File: src/rtl/bitty_pkg.sv
// bitty_pkg: shared types and instruction field positions for the bitty core.
//   op_e    : ALU operation encoding (instruction bits [4:2])
//   state_e : instruction sequencing states
//   *_LO    : low bit position of each instruction field
package bitty_pkg;

  localparam int unsigned INSTR_W   = 16;
  localparam int unsigned REG_SEL_W = 3;
  localparam int unsigned IMM_W     = 8;
  localparam int unsigned OP_W      = 3;

  localparam int unsigned RX_LO   = 13;
  localparam int unsigned RY_LO   = 10;
  localparam int unsigned IMM_LO  = 5;
  localparam int unsigned OP_LO   = 2;
  localparam int unsigned NOP_BIT = 1;
  localparam int unsigned IMM_BIT = 0;

  typedef enum logic [2:0] {
    OP_ADD = 3'd0,
    OP_SUB = 3'd1,
    OP_AND = 3'd2,
    OP_OR  = 3'd3,
    OP_XOR = 3'd4,
    OP_SHL = 3'd5,
    OP_SHR = 3'd6,
    OP_CMP = 3'd7
  } op_e;

  typedef enum logic [1:0] {
    IDLE   = 2'd0,
    LOAD_S = 2'd1,
    EXEC   = 2'd2,
    WRITE  = 2'd3
  } state_e;

endpackage

File: src/rtl/bitty_alu_p.sv
// bitty_alu_p: combinational ALU for the bitty core.
//   a_i      : first operand (S register)
//   b_i      : second operand (register or zero-extended immediate)
//   op_i     : operation select
//   result_o : WIDTH-bit result, modulo 2^WIDTH
//   carry_o  : carry-out (add), borrow (sub), last bit shifted out (shl/shr), else 0
module bitty_alu_p
  import bitty_pkg::*;
#(
  parameter int unsigned WIDTH = 16
) (
  input  logic [WIDTH-1:0] a_i,
  input  logic [WIDTH-1:0] b_i,
  input  op_e              op_i,
  output logic [WIDTH-1:0] result_o,
  output logic             carry_o
);

  localparam int unsigned SHW = $clog2(WIDTH);

  logic [SHW-1:0] amt;
  logic [WIDTH:0] sum;
  logic [WIDTH:0] diff;
  logic [WIDTH:0] shl_w;
  logic [WIDTH:0] shr_w;

  // Shifts run on a one-bit-extended copy so the last bit shifted out lands
  // in the extra bit; a zero shift leaves that bit clear.
  always_comb begin
    amt   = b_i[SHW-1:0];
    sum   = {1'b0, a_i} + {1'b0, b_i};
    diff  = {1'b0, a_i} - {1'b0, b_i};
    shl_w = {1'b0, a_i} << amt;
    shr_w = {a_i, 1'b0} >> amt;

    result_o = '0;
    carry_o  = 1'b0;
    unique case (op_i)
      OP_ADD: begin result_o = sum[WIDTH-1:0];  carry_o = sum[WIDTH];  end
      OP_SUB: begin result_o = diff[WIDTH-1:0]; carry_o = diff[WIDTH]; end
      OP_AND: result_o = a_i & b_i;
      OP_OR:  result_o = a_i | b_i;
      OP_XOR: result_o = a_i ^ b_i;
      OP_SHL: begin result_o = shl_w[WIDTH-1:0]; carry_o = shl_w[WIDTH]; end
      OP_SHR: begin result_o = shr_w[WIDTH:1];   carry_o = shr_w[0];     end
      OP_CMP: begin
        if (a_i == b_i)     result_o = '0;
        else if (a_i < b_i) result_o = WIDTH'(1);
        else                result_o = WIDTH'(2);
      end
      default: result_o = '0;
    endcase
  end

endmodule

File: src/rtl/bitty_param.sv
// bitty_param: four-state (IDLE/LOAD_S/EXEC/WRITE) accumulator-style core.
//   clk, reset  : clock, synchronous active-high reset
//   d_instr     : 16-bit instruction, captured on instr_valid && instr_ready
//   instr_ready : high in IDLE (and not in reset)
//   d_out       : C register (last ALU result)
//   done        : one-cycle pulse during WRITE
//   flags       : {neg, carry, zero}; generated only when BITTY_FLAGS_EN is
//                 defined, otherwise tied to 3'b000
module bitty_param
  import bitty_pkg::*;
#(
  parameter int unsigned WIDTH = 16,
  parameter int unsigned NREGS = 8
) (
  input  logic               clk,
  input  logic               reset,
  input  logic [INSTR_W-1:0] d_instr,
  input  logic               instr_valid,
  output logic               instr_ready,
  output logic [WIDTH-1:0]   d_out,
  output logic               done,
  output logic [2:0]         flags
);

  localparam int unsigned IDX_W = (NREGS > 1) ? $clog2(NREGS) : 1;

  state_e             state_q;
  logic [INSTR_W-1:0] instr_q;
  logic [WIDTH-1:0]   s_q;
  logic [WIDTH-1:0]   c_q;
  logic [WIDTH-1:0]   regs_q [NREGS];
  logic               done_q;

  // Instruction field decode from the captured word
  logic [REG_SEL_W-1:0] rx, ry;
  logic [IMM_W-1:0]     imm8;
  op_e                  op;
  logic                 nop, imm_mode;

  assign rx       = instr_q[RX_LO +: REG_SEL_W];
  assign ry       = instr_q[RY_LO +: REG_SEL_W];
  assign imm8     = instr_q[IMM_LO +: IMM_W];
  assign op       = op_e'(instr_q[OP_LO +: OP_W]);
  assign nop      = instr_q[NOP_BIT];
  assign imm_mode = instr_q[IMM_BIT];

  // Two read ports; selectors past the register file read as zero
  logic             rx_ok, ry_ok;
  logic [IDX_W-1:0] rx_idx, ry_idx;
  logic [WIDTH-1:0] rd_x, rd_y, operand;

  assign rx_ok   = 32'(rx) < NREGS;
  assign ry_ok   = 32'(ry) < NREGS;
  assign rx_idx  = IDX_W'(rx);
  assign ry_idx  = IDX_W'(ry);
  assign rd_x    = rx_ok ? regs_q[rx_idx] : '0;
  assign rd_y    = ry_ok ? regs_q[ry_idx] : '0;
  assign operand = imm_mode ? WIDTH'(imm8) : rd_y;

  logic [WIDTH-1:0] alu_res;
  logic             alu_carry;

  bitty_alu_p #(.WIDTH(WIDTH)) u_alu (
    .a_i      (s_q),
    .b_i      (operand),
    .op_i     (op),
    .result_o (alu_res),
    .carry_o  (alu_carry)
  );

  // Sequencer and datapath; reset wins over a same-cycle handshake
  always_ff @(posedge clk) begin
    if (reset) begin
      state_q <= IDLE;
      instr_q <= '0;
      s_q     <= '0;
      c_q     <= '0;
      done_q  <= 1'b0;
      for (int unsigned i = 0; i < NREGS; i++) regs_q[i] <= '0;
    end else begin
      done_q <= 1'b0;
      unique case (state_q)
        IDLE: begin
          if (instr_valid) begin
            instr_q <= d_instr;
            state_q <= LOAD_S;
          end
        end
        LOAD_S: begin
          s_q     <= rd_x;
          state_q <= EXEC;
        end
        EXEC: begin
          if (!nop) c_q <= alu_res;
          done_q  <= 1'b1;
          state_q <= WRITE;
        end
        WRITE: begin
          if (!nop && rx_ok) regs_q[rx_idx] <= c_q;
          state_q <= IDLE;
        end
        default: state_q <= IDLE;
      endcase
    end
  end

  assign instr_ready = (state_q == IDLE) && !reset;
  assign d_out       = c_q;
  assign done        = done_q;

`ifdef BITTY_FLAGS_EN
  logic [2:0] flags_q;

  // Flags follow the ALU result as it is latched into C
  always_ff @(posedge clk) begin
    if (reset) begin
      flags_q <= '0;
    end else if (state_q == EXEC && !nop) begin
      flags_q <= {alu_res[WIDTH-1], alu_carry, (alu_res == '0)};
    end
  end

  assign flags = flags_q;
`else
  logic unused_carry;
  assign unused_carry = alu_carry;
  assign flags        = 3'b000;
`endif

endmodule

File: config.mk
export PLATFORM = sky130hd
export DESIGN_NAME = bitty_param
export DESIGN_NICKNAME = d
export VERILOG_FILES = /design/src/rtl/bitty_pkg.sv /design/src/rtl/bitty_alu_p.sv /design/src/rtl/bitty_param.sv
export SDC_FILE = /design/constraint.sdc
export NUM_CORES = 1
export LEC_CHECK = 0
export ABC_AREA = 1
export CORE_AREA = 2 2 137 240
export CTS_BUF_LIST = sky130_fd_sc_hd__clkbuf_8
export CTS_CLUSTER_SIZE = 30
export DETAILED_ROUTE_END_ITERATION = 6
export DIE_AREA = 0 0 139 242
export GPL_ROUTABILITY_DRIVEN = 0
export PLACE_DENSITY = 0.58
export REMOVE_ABC_BUFFERS = 1
export SLEW_MARGIN = 20
export SYNTH_ARGS = -nofsm -noshare
export SYNTH_HDL_FRONTEND = slang
export SYNTH_SLANG_ARGS = --single-unit
File: constraint.sdc
create_clock -name clk -period 5.4 [get_ports clk]
set_input_delay 0.54 -clock clk [delete_from_list [all_inputs] [get_ports clk]]
set_output_delay 0.54 -clock clk [all_outputs]
set_load 0.03 [all_outputs]
; ---- Yosys cells after proc, flatten, opt, wreduce, memory -nomap -nowiden
; Memories as Yosys holds them, arrays and structs flattened. A register that Yosys moved wholly into a read port is not among the register bits.
; Cells that the tools add are included.
[totals]
mem_count = 1
inputBits = 19
elab_cells = 51
ff_bits = 35
mem_bits_rw = 128
[classes]
shift = 2
n_reduce_logical = 7
eq_ne = 12
magnitude_cmp = 1
add_sub_neg = 2
mux = 18
n_bitwise = 4
[memory_table]
columns = memory, depth, word_bits, read_ports, rd_ports_with_merged_regs, wr, line_no
row1 = regs_q, 8, 16, 2, 2, 8, bitty_param.sv:31  ; logic [WIDTH-1:0] regs_q [NREGS];
[op_table]
columns = cell, count
row1 = $pmux 16 s8, 1
row2 = $mux 16, 3
row3 = $shr 17x4->17, 1
row4 = $add 16x16->16, 1
row5 = $and 16x16->16, 1
row6 = $eq 16x16->1, 1
row7 = $lt 16x16->1, 1
row8 = $or 16x16->16, 1
row9 = $reduce_or 16->1, 1
row10 = $shl 16x4->16, 1
row11 = $sub 16x16->16, 1
row12 = $xor 16x16->16, 1
row13 = $eq 3x3->1 const B, 4
row14 = $mux 3, 3
row15 = $mux 1, 8
row16 = $pmux 2 s4, 1
row17 = $eq 3x2->1 const B, 2
row18 = $eq 2x2->1 const B, 2
row19 = $mux 2, 2
row20 = $reduce_and 2->1, 2
row21 = $eq 3x1->1 const B, 1
row22 = $logic_not 3->1, 1
row23 = $eq 2x1->1 const B, 1
row24 = $logic_not 2->1, 1
row25 = other kinds (4), 4

; ---- Depth between registers and ports, before layout
[depth]
word_depth = 6
mapped_depth = 26

; ---- Modules after synthesis
; Synthesis repeated with hierarchy kept, for this count alone.
[unflattened]
cells_unflattened = 2017
hier_area_um2 = 13439.1
[by_module_without_submodules]
columns = module, area_each_um2, n_inst, cells_each
row1 = bitty_param, 9273.9, 1, 1168
row2 = bitty_alu_p, 4165.2, 1, 849

; ---- Worst setup path before layout
; Ideal clock, no wire load.
[synth_path]
path_kind = register to register
from = register (tool-made name)
to = register c_q[0], in the netlist d_out[0]
setup_ns = 0.133
required_ns = 5.267
slack_ns = 2.361
stages_incl_launch_ff = 23
t_arrival_ns = 2.906
cell_sequence = dfxtp_1 inv_1 clkbuf_1 buf_2 o21ai_0 o211ai_1 nand3_1 o21ai_0 inv_1 ha_1 inv_1 nand2_1 nor3_1 nand2_1 nand3_1 a21o_1 nand2_1 nand2_1 nor2_1 a21oi_1 nand3_1 nand2_1 a21oi_2
[synth_rtl]
columns = element, line_no
row1 = to (signal assigned), bitty_param.sv:94  ; if (!nop) c_q <= alu_res;
row2 = to (decl), bitty_param.sv:30  ; logic [WIDTH-1:0] c_q;

==> summary.md <==
| Metric | Value |
|---|---|
| Status | complete, no violations |
| Port-buffer cells | 36 |
| Mean Syn Cell Area | 7.61 µm² |
| Final Cycle Share | 0.764 |
| DP HPWL | 33.7 mm |
| Total negative slack | 0 ns |
| DRT iter0 DRCs | 1174 |
| Post-DR vias/cell | 5.83 |
| Synth Register Bits | 182 |
| Area growth, synth to finish | 7.71% |
| DRC | 0 |
| Synth top area cells | edfxtp_1, dfxtp_1, nand3_1, nor2_1, ha_1 |
| Static Leak | 5.39 nW |
| Ports | 40 |
| Worst VDD drop | 240 µV |
| Core area | 0.0318 mm² |
| Tightest Pin Transition | 1.09 ns |
| Routed len/inst | 22.3 µm |
| Fin. Hold Viols | 0 |
| First-pass GRT wire length | 68.5 mm |
| Crit-path max FO | 40 |
| Final min period | 4.12 ns |
| Most frequent cells in the layout | nor2_1, nand2_1, nand3_1, inv_1, a21oi_1 |
| RSZ-0062 raised after global routing | no |
| Unique masters post-synth | 55 |
| Max cap viols | 0 |
| Postcts setup bufs | 0 |
| Max-slew violation count | 0 |
| Total gr overflow | 0 |
| Final setup skew | 0.0230 ns |
| Root buf cell | clkbuf_8 |
| Post-CTS Resized | 0 |
| DIE HEIGHT | 242 µm |
| Pwr dens | 554 mW/mm² |
| Mapped Area | 0.0125 mm² |
| Fin cells | 2060 |
| Finished Cell Area | 0.0135 mm² |
| # fillers | 3317 |
| Max Clk Rate | 0.242 GHz |
| Largest net degree at the start of global routing | 51 |
| Sequential element share of the synthesized area | 0.393 |
| Max clock buf depth | 2 |
| Die area | 0.0336 mm² |
| Worst Hold Depth | 2 |
| Initial core utilization | 0.394 |
| CTS tree | yes |
| CTS buffer count | 17 |
| Most common cell after layout, fill and taps aside | nor2_1 |
| Synth area leader | edfxtp_1 |
| Htree depth | 4 |
| Worst setup SP type | flip-flop |
| EDFF count, synth | 128 |
| Min-Delay Startpoint | instr_q[9]$_SDFFE_PP0P_ |
| Clk Latency, worst-skew pair | 0.50 ns |
| Yosys warns | 0 |
| Post-Route WL | 45.9 mm |
| Synth async-reset ratio | 0 |
| Worst endpoint data arrival time | 4.53 ns |
| Syn Inst Count | 1646 |
| Most used DFF post-synth | edfxtp_1 |
| Die X | 139 µm |
| Max-Slew Margin vs Limit | 0.269 |
| Crit. End Element | flip-flop |
| Worst-path clk slew | 0.11 ns |
| R2R Setup Slk | 1.28 ns |
| Initial antenna violation count | 1 |
| Share of cells above drive strength 1 | 0.0681 |
| # placed instances | 2027 |
| Final ANT Viol Nets | 0 |
| Critical path required time | 5.80 ns |
| CTS Sinks | 182 |
| Final Setup Violations | 0 |
| Top cell type's share of synthesized area | 0.307 |
| Hold endpoint | instr_q[9]$_SDFFE_PP0P_ |
| Cell Rows | 87 |
| Vias after detailed routing | 12000 |
| Nets | 1731 |
| Setup Crit Path Kind | reg2reg |
| Hold-fix buffers, CTS | 0 |
| Worst reg2reg path endpoint | d_out[12]$_SDFFE_PP0P_ |
| Area post-placement | 0.0132 mm² |
| Worst reg-to-reg path cell count | 20 |
| First-pass DRT Iterations | 6 |
| Worst Hold Class | reg2reg |
| Total GRT Usage | 0.269 |
| Vias in the first global route | 11900 |
## per-layer routing
metal  wire length [µm]  vias to the layer above  track usage
met5                  0                        -            0
met4               3840                        0        0.203
met3               2590                      211       0.0486
met2              23900                      558        0.490
met1              15600                     5638        0.270
li1                   -                     5602            -
## sequential cells by signal (all words and copies together) (netlist names), named ones only
name / count
done: 1
instr_q: 16
s_q: 16
state_q: 2
d_out: 16
regs_q: 128
## through the flow
stage / hold WS (ns) / setup WS, ns / power (mW) / util
6_report: 0.463 / 1.28 / 7.48 / 0.425
5_1_grt: 0.505 / 0.849 / 8.01 / 0.425
4_1_cts: 0.463 / 1.39 / 7.40 / 0.424
3_5_place_dp: 0.451 / 1.39 / 6.55 / 0.414
3_3_place_gp: 0.445 / 1.43 / 6.54 / 0.414
2_1_floorplan: 0.427 / 0.309 / 5.04 / -
## synth_stat cells, types with 5 or more instances
master	number
a211oi_1	10
a221oi_1	18
o21ai_1	9
a31o_2	9
edfxtp_1	128
o211ai_1	17
o22ai_1	14
nand2_4	6
nand3b_1	5
buf_6	10
buf_4	8
a21oi_1	153
clkinv_1	10
nand3_2	10
nand2_1	210
inv_1	200
a32o_1	6
o21ai_0	139
a21oi_2	7
o221ai_1	7
nand4_1	9
dfxtp_1	54
nor3_1	15
nand3_1	203
clkbuf_1	45
ha_1	64
nor2_1	217
buf_2	20
## critical path, cell delays in order (launching register included)
cell and delay, ns:
dfxtp_2 0.49, inv_2 0.30, nand2_1 0.13, nand3_1 0.08
nand3_2 0.12, nand3_4 0.21, nand2_4 0.36, ha_1 0.27
inv_1 0.07, fa_1 0.42, nand3b_1 0.18, nand2_1 0.12
a21oi_1 0.16, o21ai_0 0.35, nand2_1 0.09, nand2_1 0.13
inv_1 0.08, o211ai_1 0.16, nand3_1 0.09, nand2_1 0.12
a21oi_2 0.05
## area by class of cell
class,instances,area [µm²],area share
timing repair buffer,65,578,0.0428
clock inverter,15,104,0.00770
sequential,182,4930,0.365
antenna,1,2.50,0.000185
inverter,216,818,0.0606
clock buffer,17,234,0.0173
tap,400,500,0.0371
multi-input combinational,1164,6330,0.469
## power by group
part           leakage (nW)  switching, mW  internal (mW)  total [mW]
Sequential             1.77          0.178           1.67        1.85
Clock                 0.174          0.527          0.319       0.846
Combinational          3.44           3.38           1.40        4.79
## worst max path at each step
stage | cells past startpoint | startpoint | slack, ns | endpoint
2_1_floorplan | 19 | flip-flop | 0.31 | d_out[12]$_SDFFE_PP0P_
3_3_place_gp | 21 | flip-flop | 1.43 | d_out[12]$_SDFFE_PP0P_
3_5_place_dp | 20 | flip-flop | 1.39 | d_out[12]$_SDFFE_PP0P_
4_1_cts | 20 | flip-flop | 1.39 | d_out[12]$_SDFFE_PP0P_
5_1_grt | 21 | flip-flop | 0.85 | d_out[12]$_SDFFE_PP0P_
6_report | 20 | flip-flop | 1.28 | d_out[12]$_SDFFE_PP0P_
## kinds of logic after synthesis
| logic type | count (synthesis) | synth area share |
|---|---|---|
| AND/OR/NAND/NOR | 686 | 0.246 |
| flip-flops | 182 | 0.393 |
| XOR/XNOR | 2 | 0.00140 |
| buffers and inverters | 302 | 0.103 |
| other | 1 | 0.000299 |
| adder cells (fa/ha/maj) | 66 | 0.0671 |
| AO/OA/AOI/OAI | 407 | 0.189 |
No activity file was read; power rests on OpenSTA's default activity.
